File: config.mk
export PLATFORM = sky130hd
export DESIGN_NAME = bram_arbiter_flat
export DESIGN_NICKNAME = d
export VERILOG_FILES = /design/src/rtl/gbc_mem_pkg.sv /design/src/rtl/bram_arbiter_if.sv /design/src/rtl/bram_rd_return.sv /design/src/rtl/bram_arbiter.sv /design/src/flat_wrapper.sv
export SDC_FILE = /design/constraint.sdc
export NUM_CORES = 1
export LEC_CHECK = 0
export ABC_CLOCK_PERIOD_IN_PS = 2100
export BUFFER_PORTS_ARGS = -buffer_cell sky130_fd_sc_hd__buf_2
export CORE_ASPECT_RATIO = 1.75
export CORE_MARGIN = 3
export CORE_UTILIZATION = 47
export CTS_CLUSTER_SIZE = 30
export DETAILED_ROUTE_END_ITERATION = 8
export PLACE_DENSITY = 0.8
export RECOVER_POWER = 25
export SYNTH_ARGS = -nofsm -noshare
export SYNTH_HDL_FRONTEND = slang
export SYNTH_SLANG_ARGS = --single-unit
File: constraint.sdc
create_clock -name I_CLK -period 2.1 [get_ports I_CLK]
set_input_delay 0.105 -clock I_CLK [delete_from_list [all_inputs] [get_ports I_CLK]]
set_output_delay 0.105 -clock I_CLK [all_outputs]
set_load 0.03 [all_outputs]
File: src/rtl/gbc_mem_pkg.sv
// Shared memory-subsystem types: bus widths, requester ownership and read-return tags.
package gbc_mem_pkg;

  localparam int unsigned GBC_ADDR_W = 16;
  localparam int unsigned GBC_DATA_W = 8;
  localparam int unsigned WAIT_W     = 4;

  typedef enum logic [1:0] {
    OWN_NONE = 2'd0,
    OWN_CPU  = 2'd1,
    OWN_DMA  = 2'd2
  } owner_e;

  typedef struct packed {
    logic   valid;
    owner_e owner;
  } rd_tag_t;

endpackage

File: src/rtl/bram_arbiter_if.sv
// CPU, DMA and BRAM-pin bundle around the arbiter; master is the surrounding system.
interface bram_arbiter_if #(
  parameter int unsigned ADDR_W = gbc_mem_pkg::GBC_ADDR_W,
  parameter int unsigned DATA_W = gbc_mem_pkg::GBC_DATA_W
) ();

  logic [ADDR_W-1:0] I_CPU_ADDR;
  logic [DATA_W-1:0] I_CPU_WDATA;
  logic              I_CPU_WE_L;
  logic              I_CPU_RE_L;
  logic              O_CPU_ACK;
  logic [DATA_W-1:0] O_CPU_RDATA;
  logic              O_CPU_RVALID;

  logic              I_DMA_REQ;
  logic              I_DMA_WE;
  logic [ADDR_W-1:0] I_DMA_ADDR;
  logic [DATA_W-1:0] I_DMA_WDATA;
  logic              O_DMA_GNT;
  logic [DATA_W-1:0] O_DMA_RDATA;
  logic              O_DMA_RVALID;

  logic              O_BRAM_EN;
  logic              O_BRAM_WE;
  logic [ADDR_W-1:0] O_BRAM_ADDR;
  logic [DATA_W-1:0] O_BRAM_DIN;
  logic [DATA_W-1:0] I_BRAM_DOUT;

  modport master (
    output I_CPU_ADDR, I_CPU_WDATA, I_CPU_WE_L, I_CPU_RE_L,
    input  O_CPU_ACK, O_CPU_RDATA, O_CPU_RVALID,
    output I_DMA_REQ, I_DMA_WE, I_DMA_ADDR, I_DMA_WDATA,
    input  O_DMA_GNT, O_DMA_RDATA, O_DMA_RVALID,
    input  O_BRAM_EN, O_BRAM_WE, O_BRAM_ADDR, O_BRAM_DIN,
    output I_BRAM_DOUT
  );

  modport slave (
    input  I_CPU_ADDR, I_CPU_WDATA, I_CPU_WE_L, I_CPU_RE_L,
    output O_CPU_ACK, O_CPU_RDATA, O_CPU_RVALID,
    input  I_DMA_REQ, I_DMA_WE, I_DMA_ADDR, I_DMA_WDATA,
    output O_DMA_GNT, O_DMA_RDATA, O_DMA_RVALID,
    output O_BRAM_EN, O_BRAM_WE, O_BRAM_ADDR, O_BRAM_DIN,
    input  I_BRAM_DOUT
  );

endinterface

File: src/rtl/bram_rd_return.sv
// Two-stage read tag pipeline: routes BRAM read data back to the requester that issued it.
module bram_rd_return
  import gbc_mem_pkg::*;
#(
  parameter int unsigned DATA_W = GBC_DATA_W
) (
  input  logic              clk_i,
  input  logic              rst_ni,
  input  logic              rd_issue_i,
  input  owner_e            rd_owner_i,
  input  logic [DATA_W-1:0] bram_dout_i,
  output logic [DATA_W-1:0] cpu_rdata_o,
  output logic              cpu_rvalid_o,
  output logic [DATA_W-1:0] dma_rdata_o,
  output logic              dma_rvalid_o
);

  rd_tag_t           tag0_q, tag0_d;
  rd_tag_t           tag1_q, tag1_d;
  logic [DATA_W-1:0] cpu_rdata_q, cpu_rdata_d;
  logic [DATA_W-1:0] dma_rdata_q, dma_rdata_d;
  logic              cpu_rvalid_q, cpu_rvalid_d;
  logic              dma_rvalid_q, dma_rvalid_d;
  logic              cpu_hit, dma_hit;

  // Stage 0 is the issue edge, stage 1 the BRAM sample edge; data is captured one edge later.
  always_comb begin
    tag0_d.valid = rd_issue_i;
    tag0_d.owner = rd_issue_i ? rd_owner_i : OWN_NONE;
    tag1_d       = tag0_q;
    cpu_hit      = tag1_q.valid && (tag1_q.owner == OWN_CPU);
    dma_hit      = tag1_q.valid && (tag1_q.owner == OWN_DMA);
    cpu_rvalid_d = cpu_hit;
    dma_rvalid_d = dma_hit;
    cpu_rdata_d  = cpu_hit ? bram_dout_i : cpu_rdata_q;
    dma_rdata_d  = dma_hit ? bram_dout_i : dma_rdata_q;
  end

  always_ff @(posedge clk_i) begin
    if (!rst_ni) begin
      tag0_q       <= '0;
      tag1_q       <= '0;
      cpu_rdata_q  <= '0;
      dma_rdata_q  <= '0;
      cpu_rvalid_q <= 1'b0;
      dma_rvalid_q <= 1'b0;
    end else begin
      tag0_q       <= tag0_d;
      tag1_q       <= tag1_d;
      cpu_rdata_q  <= cpu_rdata_d;
      dma_rdata_q  <= dma_rdata_d;
      cpu_rvalid_q <= cpu_rvalid_d;
      dma_rvalid_q <= dma_rvalid_d;
    end
  end

  assign cpu_rdata_o  = cpu_rdata_q;
  assign cpu_rvalid_o = cpu_rvalid_q;
  assign dma_rdata_o  = dma_rdata_q;
  assign dma_rvalid_o = dma_rvalid_q;

endmodule

File: src/rtl/bram_arbiter.sv
// Single-port BRAM arbiter: CPU priority, one-cycle re-grant mask and a DMA starvation guard.
module bram_arbiter
  import gbc_mem_pkg::*;
#(
  parameter int unsigned ADDR_W       = GBC_ADDR_W,
  parameter int unsigned DATA_W       = GBC_DATA_W,
  parameter int unsigned MAX_DMA_WAIT = 4
) (
  input logic           I_CLK,
  input logic           I_RESET_L,
  bram_arbiter_if.slave bus
);

  owner_e            last_q, last_d;
  logic [WAIT_W-1:0] wait_q, wait_d;
  logic              en_q, en_d;
  logic              we_q, we_d;
  logic [ADDR_W-1:0] addr_q, addr_d;
  logic [DATA_W-1:0] din_q, din_d;
  logic              ack_q, ack_d;
  logic              gnt_q, gnt_d;

  logic   cpu_req, cpu_wr, dma_req;
  logic   cpu_elig, dma_elig, dma_forced;
  logic   rd_issue;
  owner_e win;

  // Winner selection; last cycle's grantee sits out one cycle so it can drop its request.
  always_comb begin
    cpu_wr     = ~bus.I_CPU_WE_L;
    cpu_req    = cpu_wr | ~bus.I_CPU_RE_L;
    dma_req    = bus.I_DMA_REQ;
    cpu_elig   = cpu_req && (last_q != OWN_CPU);
    dma_elig   = dma_req && (last_q != OWN_DMA);
    dma_forced = dma_elig && (wait_q == WAIT_W'(MAX_DMA_WAIT));
    win        = OWN_NONE;
    if (dma_forced) begin
      win = OWN_DMA;
    end else if (cpu_elig) begin
      win = OWN_CPU;
    end else if (dma_elig) begin
      win = OWN_DMA;
    end
  end

  always_comb begin
    en_d   = 1'b0;
    we_d   = 1'b0;
    addr_d = addr_q;
    din_d  = din_q;
    ack_d  = 1'b0;
    gnt_d  = 1'b0;
    last_d = win;
    wait_d = wait_q;
    case (win)
      OWN_CPU: begin
        en_d   = 1'b1;
        we_d   = cpu_wr;
        addr_d = bus.I_CPU_ADDR;
        if (cpu_wr) din_d = bus.I_CPU_WDATA;
        ack_d  = 1'b1;
      end
      OWN_DMA: begin
        en_d   = 1'b1;
        we_d   = bus.I_DMA_WE;
        addr_d = bus.I_DMA_ADDR;
        if (bus.I_DMA_WE) din_d = bus.I_DMA_WDATA;
        gnt_d  = 1'b1;
      end
      default: ;
    endcase
    // A masked DMA neither ages nor clears; it just waits out its mask cycle.
    if (!dma_req || (win == OWN_DMA)) begin
      wait_d = '0;
    end else if ((last_q != OWN_DMA) && (wait_q < WAIT_W'(MAX_DMA_WAIT))) begin
      wait_d = wait_q + WAIT_W'(1);
    end
    rd_issue = en_d & ~we_d;
  end

  always_ff @(posedge I_CLK) begin
    if (!I_RESET_L) begin
      last_q <= OWN_NONE;
      wait_q <= '0;
      en_q   <= 1'b0;
      we_q   <= 1'b0;
      addr_q <= '0;
      din_q  <= '0;
      ack_q  <= 1'b0;
      gnt_q  <= 1'b0;
    end else begin
      last_q <= last_d;
      wait_q <= wait_d;
      en_q   <= en_d;
      we_q   <= we_d;
      addr_q <= addr_d;
      din_q  <= din_d;
      ack_q  <= ack_d;
      gnt_q  <= gnt_d;
    end
  end

  assign bus.O_BRAM_EN   = en_q;
  assign bus.O_BRAM_WE   = we_q;
  assign bus.O_BRAM_ADDR = addr_q;
  assign bus.O_BRAM_DIN  = din_q;
  assign bus.O_CPU_ACK   = ack_q;
  assign bus.O_DMA_GNT   = gnt_q;

  bram_rd_return #(
    .DATA_W (DATA_W)
  ) u_rd_return (
    .clk_i        (I_CLK),
    .rst_ni       (I_RESET_L),
    .rd_issue_i   (rd_issue),
    .rd_owner_i   (win),
    .bram_dout_i  (bus.I_BRAM_DOUT),
    .cpu_rdata_o  (bus.O_CPU_RDATA),
    .cpu_rvalid_o (bus.O_CPU_RVALID),
    .dma_rdata_o  (bus.O_DMA_RDATA),
    .dma_rvalid_o (bus.O_DMA_RVALID)
  );

endmodule

File: src/flat_wrapper.sv
// flat-port wrapper written by rule: the top's interface ports become plain ports
module bram_arbiter_flat import gbc_mem_pkg::*;
#(
  parameter int unsigned ADDR_W       = GBC_ADDR_W,
  parameter int unsigned DATA_W       = GBC_DATA_W,
  parameter int unsigned MAX_DMA_WAIT = 4
)
  (I_CLK, I_RESET_L, bus_I_CPU_ADDR, bus_I_CPU_WDATA, bus_I_CPU_WE_L, bus_I_CPU_RE_L, bus_O_CPU_ACK, bus_O_CPU_RDATA, bus_O_CPU_RVALID, bus_I_DMA_REQ, bus_I_DMA_WE, bus_I_DMA_ADDR, bus_I_DMA_WDATA, bus_O_DMA_GNT, bus_O_DMA_RDATA, bus_O_DMA_RVALID, bus_O_BRAM_EN, bus_O_BRAM_WE, bus_O_BRAM_ADDR, bus_O_BRAM_DIN, bus_I_BRAM_DOUT);
  bram_arbiter_if #(.ADDR_W(ADDR_W), .DATA_W(DATA_W)) bus_i ();
  input logic I_CLK;
  input logic I_RESET_L;
  input wire logic [$bits(bus_i.I_CPU_ADDR)-1:0] bus_I_CPU_ADDR;
  input wire logic [$bits(bus_i.I_CPU_WDATA)-1:0] bus_I_CPU_WDATA;
  input wire logic [$bits(bus_i.I_CPU_WE_L)-1:0] bus_I_CPU_WE_L;
  input wire logic [$bits(bus_i.I_CPU_RE_L)-1:0] bus_I_CPU_RE_L;
  output wire logic [$bits(bus_i.O_CPU_ACK)-1:0] bus_O_CPU_ACK;
  output wire logic [$bits(bus_i.O_CPU_RDATA)-1:0] bus_O_CPU_RDATA;
  output wire logic [$bits(bus_i.O_CPU_RVALID)-1:0] bus_O_CPU_RVALID;
  input wire logic [$bits(bus_i.I_DMA_REQ)-1:0] bus_I_DMA_REQ;
  input wire logic [$bits(bus_i.I_DMA_WE)-1:0] bus_I_DMA_WE;
  input wire logic [$bits(bus_i.I_DMA_ADDR)-1:0] bus_I_DMA_ADDR;
  input wire logic [$bits(bus_i.I_DMA_WDATA)-1:0] bus_I_DMA_WDATA;
  output wire logic [$bits(bus_i.O_DMA_GNT)-1:0] bus_O_DMA_GNT;
  output wire logic [$bits(bus_i.O_DMA_RDATA)-1:0] bus_O_DMA_RDATA;
  output wire logic [$bits(bus_i.O_DMA_RVALID)-1:0] bus_O_DMA_RVALID;
  output wire logic [$bits(bus_i.O_BRAM_EN)-1:0] bus_O_BRAM_EN;
  output wire logic [$bits(bus_i.O_BRAM_WE)-1:0] bus_O_BRAM_WE;
  output wire logic [$bits(bus_i.O_BRAM_ADDR)-1:0] bus_O_BRAM_ADDR;
  output wire logic [$bits(bus_i.O_BRAM_DIN)-1:0] bus_O_BRAM_DIN;
  input wire logic [$bits(bus_i.I_BRAM_DOUT)-1:0] bus_I_BRAM_DOUT;
  assign bus_i.I_CPU_ADDR = bus_I_CPU_ADDR;
  assign bus_i.I_CPU_WDATA = bus_I_CPU_WDATA;
  assign bus_i.I_CPU_WE_L = bus_I_CPU_WE_L;
  assign bus_i.I_CPU_RE_L = bus_I_CPU_RE_L;
  assign bus_O_CPU_ACK = bus_i.O_CPU_ACK;
  assign bus_O_CPU_RDATA = bus_i.O_CPU_RDATA;
  assign bus_O_CPU_RVALID = bus_i.O_CPU_RVALID;
  assign bus_i.I_DMA_REQ = bus_I_DMA_REQ;
  assign bus_i.I_DMA_WE = bus_I_DMA_WE;
  assign bus_i.I_DMA_ADDR = bus_I_DMA_ADDR;
  assign bus_i.I_DMA_WDATA = bus_I_DMA_WDATA;
  assign bus_O_DMA_GNT = bus_i.O_DMA_GNT;
  assign bus_O_DMA_RDATA = bus_i.O_DMA_RDATA;
  assign bus_O_DMA_RVALID = bus_i.O_DMA_RVALID;
  assign bus_O_BRAM_EN = bus_i.O_BRAM_EN;
  assign bus_O_BRAM_WE = bus_i.O_BRAM_WE;
  assign bus_O_BRAM_ADDR = bus_i.O_BRAM_ADDR;
  assign bus_O_BRAM_DIN = bus_i.O_BRAM_DIN;
  assign bus_i.I_BRAM_DOUT = bus_I_BRAM_DOUT;
  bram_arbiter #(.ADDR_W(ADDR_W), .DATA_W(DATA_W), .MAX_DMA_WAIT(MAX_DMA_WAIT)) u_core (.I_CLK(I_CLK), .I_RESET_L(I_RESET_L), .bus(bus_i));
endmodule
==> results.md, run 1 <==
* Delay-heaviest family, CP: adder cells
* Yosys top cell by area: dfxtp_1
* Post-CTS setup buffers at 0
* Die height at 101.2 um
* Worst-case clock buffer depth at 2
* Slew HR at 0.5432
* Worst-path clk slew at 0.07 ns
* Ordered list of cells on the worst path: inv_1, ha_1, and4b_1, buf_4, maj3_2, buf_6, nor3_1, a221o_1
* Post-Place Setup Slack at -0.02237 ns
* Final setup vio count at 0
* Asr flop ratio synth at 0
* Hold path depth at 2
* GRT Residual Overflow at 0
* Static leakage at 1.602 nW
* Fin nets at 422
* Most used DFF post-synth: dfxtp_1
* Critical setup path kind: reg -> reg
* Library cells used by synthesis at 39
* # H-tree levels at 3
* Ant diodes at 0
* Worst Slack Setup Final at 0.08810 ns
* Number of flops mapped to enable cells by yosys at 0
* Vias in the first global route at 2,160
* GPL Wtd Cong at 0.8477
* Hold Path Class: in -> reg
* Yosys reg bits at 58
* Area contributors post-synth: dfxtp_1 (48%), mux2i_1 (7.0%), a221o_1 (5.8%), nor3_1 (3.5%), o221a_1 (3.2%)
* DRC viols at 0
* DP HPWL at 4491 um
* Post-synth top cells: dfxtp_1 (58), nor2_1 (20), nand2_1 (19)
* Pwr Density at 837.7 nW/um2
* Max-cap violations at 0
* TritonCTS clock tree: built
* Clock sink total at 58
* Unrepaired setup endpoints after global routing: yes
* Startpoint types: register
* Syn_nets at 306
* Full die area at 6114 um2
* Drt first pass iters at 5
* Post-Route WL at 6328 um
* Synth warn at 0
* Port Buffer Count at 107
* CP max stage delay at 0.37 ns
* Starting Density at 0.4892
* Fmax at 0.4970 GHz
* Mapped Cells at 242
* Max-slew violation count at 0
* Largest net degree at the start of global routing at 31
* Initial DRC Count at 86
* Cts bufs inserted at 9
* Post-synthesis sequential area ratio at 0.4769
* Tmin final at 2.012 ns
* Worst-Margin Slew at 0.6831 ns
* Max FO, Critical Path at 16
* WP data arrival at 2.28 ns
* Status: completed
* FF-to-FF path depth at 8
* Crit end category: register
* CP max-delay cell: dfxtp_1
* Crit. path cell count at 8
* Synthesized area per cell at 10.06 um2
* Final period util at 0.9580
* Row count at 34
* Post-synth top area share at 0.4769
* Synthesized area at 2435 um2
* Final ANT Viol Nets at 0
* Count leader, synth: dfxtp_1
* Crit path buffers/inverters at 3
* CP required at 2.37 ns
* Top-level port count at 108
* Pwr Total at 0.002760 W
* Skew final at 0.007754 ns
* Die X at 60.41 um
* Layout cells sized above 1 at 0.3619
* Vias per Instance at 5.505
* WL per Instance at 15.21 um
* Initial antenna violation count at 0
* Global Route Usage Sum at 0.2080
* Latest clock arrival within the worst-skew pair at 0.32 ns
* Maximum VDD drop at 0.7968 mV
* Area delta synth->final at 35.30%
* Final Hold Viols at 0
* Via count at 2,290
* Core area at 4977 um2
* First-pass GRT wire length at 9632 um
* Root buf cell: clkbuf_8
[path summary, 6_finish.rpt]
| check | start | endpoint | slack [ns] |
|---|---|---|---|
| max | u_core.wait_q[0] | u_core.bus.O_BRAM_ADDR[0] | 0.09 |
| max reg2reg | u_core.wait_q[0] | u_core.bus.O_BRAM_ADDR[0] | 0.09 |
| min reg2reg | u_core.u_rd_return.tag0_q[2] | u_core.u_rd_return.tag1_q[2] | 0.44 |
| min | bus_I_DMA_ADDR[8] | u_core.bus.O_BRAM_ADDR[8] | 0.01 |
[cell families (layout without fill, tap and decap cells)]
kind of cell / after synthesis / after routing / share of synthesized area
AND/OR/NAND/NOR: 84 / 84 / 0.1855
buffers and inverters: 34 / 154 / 0.07297
multiplexers: 17 / 17 / 0.06989
AO/OA/AOI/OAI: 45 / 45 / 0.1763
flip-flops: 58 / 58 / 0.4769
adder cells (fa/ha/maj): 3 / 3 / 0.01490
XOR/XNOR: 1 / 1 / 0.003598
[timing repair]
action,4_1_cts,5_1_grt
cloned,0,0
hold buffers,10,0
hold endpoints to repair,10,0
endpoints found under the setup margin,16,14
gates resized for setup,1,7
[worst reg2reg max path: stages, from the launching register on]
cell and delay, ns:
dfxtp_1 0.37, inv_1 0.06, ha_1 0.18, and4b_1 0.23
buf_4 0.17, maj3_2 0.37, buf_6 0.20, nor3_1 0.23
a221o_1 0.15
[registers in the layout, indices dropped and copies added, names as in the netlist]
| register | cells |
|---|---|
| u_core.bus.O_DMA_GNT | 1 |
| u_core.u_rd_return.tag0_q | 3 |
| u_core.u_rd_return.cpu_rvalid_o | 1 |
| u_core.last_q | 2 |
| u_core.bus.O_CPU_ACK | 1 |
| u_core.bus.O_BRAM_WE | 1 |
| u_core.u_rd_return.dma_rvalid_o | 1 |
| u_core.bus.O_BRAM_EN | 1 |
| u_core.bus.O_BRAM_ADDR | 16 |
| u_core.u_rd_return.dma_rdata_o | 8 |
| u_core.u_rd_return.cpu_rdata_o | 8 |
| u_core.bus.O_BRAM_DIN | 8 |
| u_core.wait_q | 4 |
| u_core.u_rd_return.tag1_q | 3 |
[layout by cell type (no fill, tap or decap), types with 2 or more instances in the layout]
cell / synthesis / routed
mux2i_1: 17 / 17
nand4_1: 2 / 2
nor3_1: 17 / 13
buf_2: 4 / 86
dfxtp_1: 58 / 58
o221a_1: 7 / 7
clkinv_2: 0 / 3
a221o_1: 14 / 14
clkbuf_1: 8 / 21
buf_4: 2 / 8
nand3b_1: 4 / 4
o32ai_1: 8 / 8
nor2_1: 20 / 20
inv_1: 13 / 13
a221o_2: 2 / 2
bufinv_16: 0 / 2
ha_1: 2 / 2
dlygate4sd3_1: 0 / 10
and2_1: 5 / 4
nand2_1: 19 / 19
nor2b_1: 3 / 3
clkbuf_8: 0 / 9
nand3_1: 2 / 2
a21oi_1: 4 / 4
nor3_2: 7 / 11
[final cells by class]
cell class | instances | area (um2)
clock inverter | 6 | 82.58
sequential | 58 | 1161
timing repair buffer | 126 | 680.7
multi-input combinational | 150 | 1130
tap | 54 | 67.56
inverter | 13 | 48.80
fill | 437 | 1683
clock buffer | 9 | 123.9
[per-stage QoR]
stage	hold slack [ns]	util	TNS, ns	cells	instance area [um2]
3_5_place_dp	0.3383	0.5980	-0.1165	391	2977
6_report	0.01392	0.6619	0	416	3294
4_1_cts	0.00001224	0.6611	0	416	3291
3_3_place_gp	0.3289	0.5980	0	391	2977
2_1_floorplan	0.2441	-	0	242	2435
5_1_grt	0.01651	0.6619	-0.04229	416	3294
[where the power goes]
group	internal (W)	switching [W]	total, W
Sequential	0.00117	0.0000430	0.00121
Clock	0.000654	0.000416	0.00107
Combinational	0.000188	0.000289	0.000477
Total	0.00201	0.000748	0.00276
[routing by layer]
metal	vias up	part of all wire	global-route usage
met5	-	0	0
met2	83	0.56	0.3858
met1	1080	0.36	0.2133
met4	0	0.024	0.08681
met3	14	0.053	0.04974
li1	1113	-	-
Power figures use the tool's default switching activity.
==> run 2: changes to the inputs <==
--- a/config.mk
+++ b/config.mk
@@ -5,6 +5,7 @@
 export SDC_FILE = /design/constraint.sdc
 export NUM_CORES = 1
 export LEC_CHECK = 0
+export ABC_AREA = 1
 export ABC_CLOCK_PERIOD_IN_PS = 2100
 export BUFFER_PORTS_ARGS = -buffer_cell sky130_fd_sc_hd__buf_2
 export CORE_ASPECT_RATIO = 1.75
@@ -12,6 +13,7 @@
 export CORE_UTILIZATION = 47
 export CTS_CLUSTER_SIZE = 30
 export DETAILED_ROUTE_END_ITERATION = 8
+export MAX_ROUTING_LAYER = met4
 export PLACE_DENSITY = 0.8
 export RECOVER_POWER = 25
 export SYNTH_ARGS = -nofsm -noshare
==> results.md, run 2 <==
* Critical setup path kind: reg -> reg (unchanged)
* Mapped Cells at 324 (was 242)
* Global Route Usage Sum at 0.2058 (was 0.2080)
* Port Buffer Count at 107 (unchanged)
* Synthesized area per cell at 7.484 um2 (was 10.06 um2)
* Synth Area in Simple Gates at 0.2982 (was 0.1855)
* Fmax at 0.6234 GHz (was 0.4970 GHz)
* Final instance area at 3202 um2 (was 3294 um2)
* Pwr Density at 918.5 nW/um2 (was 837.7 nW/um2)
* Final setup vio count at 0 (unchanged)
* Max-slew violation count at 0 (unchanged)
* Crit end category: register (unchanged)
* DRC viols at 0 (unchanged)
* Initial DRC Count at 43 (was 86)
* Post-synthesis sequential area ratio at 0.4788 (was 0.4769)
* Slew HR at 0.7336 (was 0.5432)
* Drt first pass iters at 4 (was 5)
* Post-CTS setup buffers at 0 (unchanged)
* Row count at 34 (unchanged)
* Largest family of logic cells by synthesized area: simple AND/OR/NAND/NOR gates (unchanged)
* Tmin final at 1.604 ns (was 2.012 ns)
* CP required at 2.33 ns (was 2.37 ns)
* Syn_nets at 388 (was 306)
* TritonCTS clock tree: built (unchanged)
* Yosys reg bits at 58 (unchanged)
* GRT Residual Overflow at 0 (unchanged)
* Post-Route WL at 5498 um (was 6328 um)
* Number of flops mapped to enable cells by yosys at 0 (unchanged)
* Asr flop ratio synth at 0 (unchanged)
* Vias per Instance at 4.703 (was 5.505)
* Latest clock arrival within the worst-skew pair at 0.33 ns (was 0.32 ns)
* Layout cells sized above 1 at 0.2676 (was 0.3619)
* Largest register FFs at 16 (unchanged)
* Clock sink total at 58 (unchanged)
* Placed insts at 478 (was 391)
* Die height at 101.0 um (was 101.2 um)
* Area contributors post-synth: dfxtp_1 (48%), nand2_1 (11%), nor2_1 (9.0%), inv_1 (5.9%), o21ai_1 (5.8%) (was dfxtp_1 (48%), mux2i_1 (7.0%), a221o_1 (5.8%), nor3_1 (3.5%), o221a_1 (3.2%))
* Yosys top cell by area: dfxtp_1 (unchanged)
* Starting Density at 0.4872 (was 0.4892)
* Static leakage at 1.665 nW (was 1.602 nW)
* Worst-path clk slew at 0.07 ns (about the same)
* Area delta synth->final at 32.04% (was 35.30%)
* Fin nets at 500 (was 422)
* Skew final at 0.007994 ns (was 0.007754 ns)
* Post-CTS Hold Buffers at 1 (was 10)
* Via count at 2,328 (was 2,290)
* Final ANT Viol Nets at 0 (unchanged)
* Non-Filler Instances at 495 (was 416)
* Sum of negative setup slack at 0 ns (unchanged)
* Pwr Total at 0.002941 W (was 0.002760 W)
* Startpoint types: register (unchanged)
* DP HPWL at 4206 um (was 4491 um)
* Initial antenna violation count at 0 (unchanged)
* Status: completed (unchanged)
* Most common cell after layout, fill and taps aside: buf_2 (unchanged)
* Ant diodes at 0 (unchanged)
* Full die area at 6091 um2 (was 6114 um2)
* Count leader, synth: nand2_1 (was dfxtp_1)
* Final period util at 0.7639 (was 0.9580)
* Synthesized area at 2425 um2 (was 2435 um2)
* Worst-case clock buffer depth at 2 (unchanged)
* Maximum VDD drop at 0.9962 mV (was 0.7968 mV)
* PostCTS Resize Cnt at 0 (was 1)
* Cts bufs inserted at 9 (unchanged)
* Fillers at 436 (was 437)
* Max FO, Critical Path at 9 (was 16)
* GPL Wtd Cong at 0.8333 (was 0.8477)
* Top-level port count at 108 (unchanged)
* Most used DFF post-synth: dfxtp_1 (unchanged)
* Post-DP Area at 2967 um2 (was 2977 um2)
* # H-tree levels at 3 (unchanged)
* Unrepaired setup endpoints after global routing: no (was yes)
* Most frequent cells in the layout: buf_2 (85), nand2_1 (68), nor2_1 (58), dfxtp_1 (58), inv_1 (38) (was buf_2 (86), dfxtp_1 (58), clkbuf_1 (21), nor2_1 (20), nand2_1 (19))
* Synth warn at 0 (unchanged)
* Utilization after layout at 0.6433 (was 0.6619)
* Vias in the first global route at 2,236 (was 2,160)
* Final Hold Viols at 0 (unchanged)
* Root buf cell: clkbuf_8 (unchanged)
* Hold Path Class: in -> reg (unchanged)
* Core area at 4977 um2 (unchanged)
* Mux cell area share after synthesis at 0 (was 0.06989)
* WP data arrival at 1.83 ns (was 2.28 ns)
* Complex-gate fraction of the synthesized area at 0.1099 (was 0.1763)
* Post-synth top cells: nand2_1 (68), dfxtp_1 (58), nor2_1 (58) (was dfxtp_1 (58), nor2_1 (20), nand2_1 (19))
* WL per Instance at 11.11 um (was 15.21 um)
* Library cells used by synthesis at 27 (was 39)
* Largest net degree at the start of global routing at 45 (was 31)
* First-pass GRT wire length at 9108 um (was 9632 um)
* Area share of fa/ha/maj cells after synthesis at 0.01032 (was 0.01490)
* Post-synthesis xor/xnor area fraction at 0 (was 0.003597)
* Worst-Margin Slew at 0.3991 ns (was 0.6831 ns)
* Max-cap violations at 0 (unchanged)
* Die X at 60.30 um (was 60.41 um)
* Post-synth top area share at 0.4788 (was 0.4769)
==> run 2: cell count changes after synthesis, moves of 8 or more <==
cell	previous run	this run
nor3_1	17	1
o21ai_1	0	28
a221o_1	14	0
o21ai_0	0	20
nand3_1	2	19
nand2_1	19	68
mux2i_1	17	0
nor2_1	20	58
o32ai_1	8	0
inv_1	13	38
==> run 2: worst max-delay path, cell delays in order (launching register included) <==
cell and delay [ns]:
dfxtp_1 0.35, inv_1 0.06, ha_1 0.18, nand3_1 0.14, inv_1 0.06, nand2_1 0.09
nand3_2 0.22, nand2_4 0.16, inv_2 0.09, nor2_1 0.11, nor2_1 0.04
==> run 2: through the flow <==
stage               worst slack (ns)  hold WS [ns]
finish                        0.4958       0.01116
global route                  0.2789      0.005947
CTS                           0.4912     0.0005912
detailed placement            0.4959        0.3489
global placement              0.5513        0.3448
floorplan                     0.7149        0.2399
==> run 2: cell type report <==
type	instances	area (um2)	share of cell area
multi-input cells	213	1015	0.3169
clock inverters	4	97.59	0.03048
inverters	42	157.7	0.04924
flip-flops and latches	58	1161	0.3626
repair buffers	112	548.0	0.1712
clock buffers	12	155.1	0.04846
well taps	54	67.56	0.02110
==> run 2: cell families (layout without fill, tap and decap cells) <==
kind of cell             after synthesis  count (layout)
AO/OA/AOI/OAI                         52              52
adder cells (fa/ha/maj)                2               2
buffers and inverters                 53             170
flip-flops                            58              58
AND/OR/NAND/NOR                      159             159
==> run 2: path summary, 6_finish.rpt <==
kind                                      from                           endpoint  slack [ns]  depth (start not counted)
setup / recovery              u_core.wait_q[0]           u_core.bus.O_BRAM_DIN[4]        0.50                         10
hold / removal              bus_I_BRAM_DOUT[3]  u_core.u_rd_return.cpu_rdata_o[3]        0.01                          3
setup reg to reg              u_core.wait_q[0]           u_core.bus.O_BRAM_DIN[4]        0.50                         10
hold reg to reg   u_core.u_rd_return.tag0_q[0]       u_core.u_rd_return.tag1_q[0]        0.41                          2
==> run 2: layer usage <==
layer,vias up,GRT usage,routed length [um]
li1,1235,-,-
met1,987,0.1834,1936
met2,93,0.3683,2925
met3,13,0.05641,499
met4,0,0.1195,136
met5,-,-,0
==> run 2: report_power, final <==
| group | internal, W | switching [W] | total (W) |
|---|---|---|---|
| Sequential | 0.00117 | 0.0000332 | 0.00120 |
| Clock | 0.000853 | 0.000423 | 0.00128 |
| Combinational | 0.000156 | 0.000306 | 0.000462 |
| Total | 0.00218 | 0.000762 | 0.00294 |
==> run 3: changes to the inputs <==
--- a/config.mk
+++ b/config.mk
@@ -6,15 +6,15 @@
 export NUM_CORES = 1
 export LEC_CHECK = 0
 export ABC_AREA = 1
-export ABC_CLOCK_PERIOD_IN_PS = 2100
+export ABC_CLOCK_PERIOD_IN_PS = 1410
 export BUFFER_PORTS_ARGS = -buffer_cell sky130_fd_sc_hd__buf_2
 export CORE_ASPECT_RATIO = 1.75
 export CORE_MARGIN = 3
-export CORE_UTILIZATION = 47
+export CORE_UTILIZATION = 42
 export CTS_CLUSTER_SIZE = 30
 export DETAILED_ROUTE_END_ITERATION = 8
 export MAX_ROUTING_LAYER = met4
-export PLACE_DENSITY = 0.8
+export PLACE_DENSITY = 0.75
 export RECOVER_POWER = 25
 export SYNTH_ARGS = -nofsm -noshare
 export SYNTH_HDL_FRONTEND = slang
==> constraint.sdc (replaced) <==
create_clock -name I_CLK -period 1.41 [get_ports I_CLK]
set_input_delay 0.0705 -clock I_CLK [delete_from_list [all_inputs] [get_ports I_CLK]]
set_output_delay 0.0705 -clock I_CLK [all_outputs]
set_load 0.03 [all_outputs]
==> results.md, run 3 (synthesis gave the netlist of run 2 again) <==
* Post-Route WL at 6860 um (was 5498 um)
* # H-tree levels at 3 (unchanged)
* Final setup vio count at 0 (unchanged)
* WP data arrival at 1.62 ns (was 1.83 ns)
* Most common cell after layout, fill and taps aside: buf_2 (unchanged)
* Pwr Density at 1117 nW/um2 (was 918.5 nW/um2)
* Sw frac at 0.2931 (was 0.2592)
* Layout cells sized above 1 at 0.3340 (was 0.2676)
* Initial DRC Count at 95 (was 43)
* CP required at 1.67 ns (was 2.33 ns)
* Vias per Instance at 4.699 (was 4.703)
* Root buf cell: clkbuf_8 (unchanged)
* Final period util at 0.9661 (was 0.7639)
* Latest clock arrival within the worst-skew pair at 0.33 ns (about the same)
* Area delta synth->final at 50.21% (was 32.04%)
* Port Buffer Count at 107 (unchanged)
* Final Hold Viols at 0 (unchanged)
* Vias in the first global route at 2,451 (was 2,236)
* Placed insts at 505 (was 478)
* Crit path buffers/inverters at 3 (unchanged)
* Sum of negative setup slack at 0 ns (unchanged)
* Skew final at 0.003109 ns (was 0.007994 ns)
* Crit end category: register (unchanged)
* Final ANT Viol Nets at 0 (unchanged)
* Static leakage at 1.861 nW (was 1.665 nW)
* Core area at 5585 um2 (was 4977 um2)
* Utilization after layout at 0.6521 (was 0.6433)
* WL per Instance at 12.50 um (was 11.11 um)
* Critical path launch point: u_core.last_q[0] (was u_core.wait_q[0])
* Combinational Power Share at 0.218 (was 0.157)
* GRT Residual Overflow at 0 (unchanged)
* Worst-case clock buffer depth at 2 (unchanged)
* Starting Density at 0.4341 (was 0.4872)
* Switching power of the nets at 0.001192 W (was 0.0007623 W)
* Die height at 106.5 um (was 101.0 um)
* Delay-heaviest family, CP: simple AND/OR/NAND/NOR gates (unchanged)
* Fmax at 0.7341 GHz (was 0.6234 GHz)
* Die X at 63.44 um (was 60.30 um)
* Largest register FFs at 16 (unchanged)
* Global Route Usage Sum at 0.2061 (was 0.2058)
* Status: completed (unchanged)
* Max FO, Critical Path at 6 (was 9)
* Unrepaired setup endpoints after global routing: yes (was no)
* Maximum VDD drop at 0.7016 mV (was 0.9962 mV)
* Max-cap violations at 0 (unchanged)
* Sequential power share at 0.442 (was 0.409)
* Startpoint types: register (unchanged)
* Non-Filler Instances at 549 (was 495)
* Most frequent cells in the layout: buf_2 (88), nand2_1 (66), nor2_1 (54), dfxtp_1 (54), inv_1 (35) (was buf_2 (85), nand2_1 (68), nor2_1 (58), dfxtp_1 (58), inv_1 (38))
* Critical setup path kind: reg -> reg (unchanged)
* Pwr Total at 0.004068 W (was 0.002941 W)
* Worst-Margin Slew at 0.4619 ns (was 0.3991 ns)
* Drt first pass iters at 4 (unchanged)
* CP max stage delay at 0.34 ns (was 0.35 ns)
* Ordered list of cells on the worst path: inv_2, a21boi_2, buf_6, or2_4, nand2_4, clkbuf_16, nor3_4 (was inv_1, ha_1, nand3_1, inv_1, nand2_1, nand3_2, nand2_4, inv_2, nor2_1, nor2_1)
* Cts bufs inserted at 9 (unchanged)
* TritonCTS clock tree: built (unchanged)
* Row count at 36 (was 34)
* Clock power share at 0.340 (was 0.434)
* Top-level port count at 108 (unchanged)
* Cell internal pwr at 0.002876 W (was 0.002179 W)
* Hold Path Class: in -> reg (unchanged)
* Full die area at 6757 um2 (was 6091 um2)
* CP max-delay cell: dfxtp_2 (was dfxtp_1)
* Initial antenna violation count at 0 (unchanged)
* Clock sink total at 58 (unchanged)
* DRC viols at 0 (unchanged)
* Tmin final at 1.362 ns (was 1.604 ns)
* Slew HR at 0.6917 (was 0.7336)
* Largest net degree at the start of global routing at 23 (was 45)
* Fin nets at 532 (was 500)
* Hold Path Origin: bus_I_DMA_ADDR[10] (was bus_I_BRAM_DOUT[3])
* First-pass GRT wire length at 10,680 um (was 9108 um)
* Reg2reg start: u_core.last_q[0] (was u_core.wait_q[0])
* Worst-path clk slew at 0.06 ns (was 0.07 ns)
* GPL Wtd Cong at 0.8447 (was 0.8333)
* Max-slew violation count at 0 (unchanged)
* Via count at 2,580 (was 2,328)
* Ant diodes at 0 (unchanged)
* DP HPWL at 4526 um (was 4206 um)
[run 3: changes by cell type in the layout (fill, tap and decap cells not counted), moves of 4 or more]
| cell | delta |
|---|---|
| nand3_1 | -6 |
| buf_6 | +6 |
| dlygate4sd3_1 | +16 |
| nor2_2 | +4 |
| nor2_1 | -4 |
| dfxtp_2 | +4 |
| dfxtp_1 | -4 |
| nand3_2 | +5 |
| buf_12 | +4 |
[run 3: final timing paths]
kind,endpoint,slack (ns),cells after the start
min reg2reg,u_core.u_rd_return.tag1_q[2],0.41,2
min,u_core.bus.O_BRAM_ADDR[10],0.02,3
max reg2reg,u_core.u_rd_return.tag0_q[1],0.05,7
max,u_core.u_rd_return.tag0_q[1],0.05,7
[run 3: area by class of cell]
type / count / area [um2]
multi-input combinational: 215 / 1131
fill: 508 / 1943
sequential: 58 / 1166
timing repair buffer: 142 / 907.1
inverter: 42 / 160.2
clock inverter: 2 / 10.01
clock buffer: 14 / 172.7
tap: 76 / 95.09
[run 3: what timing repair did]
action,CTS,global route
hold buffers,17,0
gates resized for setup,10,23
hold endpoints to repair,18,0
endpoints found under the setup margin,29,30
buffers inserted,2,5
gates cloned,1,3
pin swaps,6,17
[run 3: power by group through the flow]
stage	registers [W]	logic (W)	clock network, W
floorplan	0.00199	0.000325	0
global placement	0.00183	0.000715	0
detailed placement	0.00182	0.000734	0
CTS	0.00179	0.000803	0.00142
global route	0.00180	0.000970	0.00150
finish	0.00180	0.000888	0.00138
[run 3: routing by layer]
metal / track usage / vias up / routed length (um)
met4: 0.1005 / 0 / 223
met2: 0.3695 / 110 / 3766
li1: - / 1307 / -
met3: 0.05708 / 20 / 480
met1: 0.2001 / 1143 / 2389
met5: - / - / 0
[run 3: through the flow]
step / area (um2) / hold slack, ns / setup WS (ns)
after global placement: 3044 / 0.3119 / 0.01679
after detailed placement: 3044 / 0.3139 / -0.05829
after global routing: 3642 / 0.02401 / -0.02917
after CTS: 3468 / 0.003994 / 0.004644
final: 3642 / 0.01805 / 0.04774
after floorplan: 2425 / 0.2054 / 0.02487
[run 3: worst min-delay path, delay by kind of cell]
family | cells | cell delay (ns)
AO/OA/AOI/OAI | 2 | 0.16
buffers and inverters | 1 | 0.08
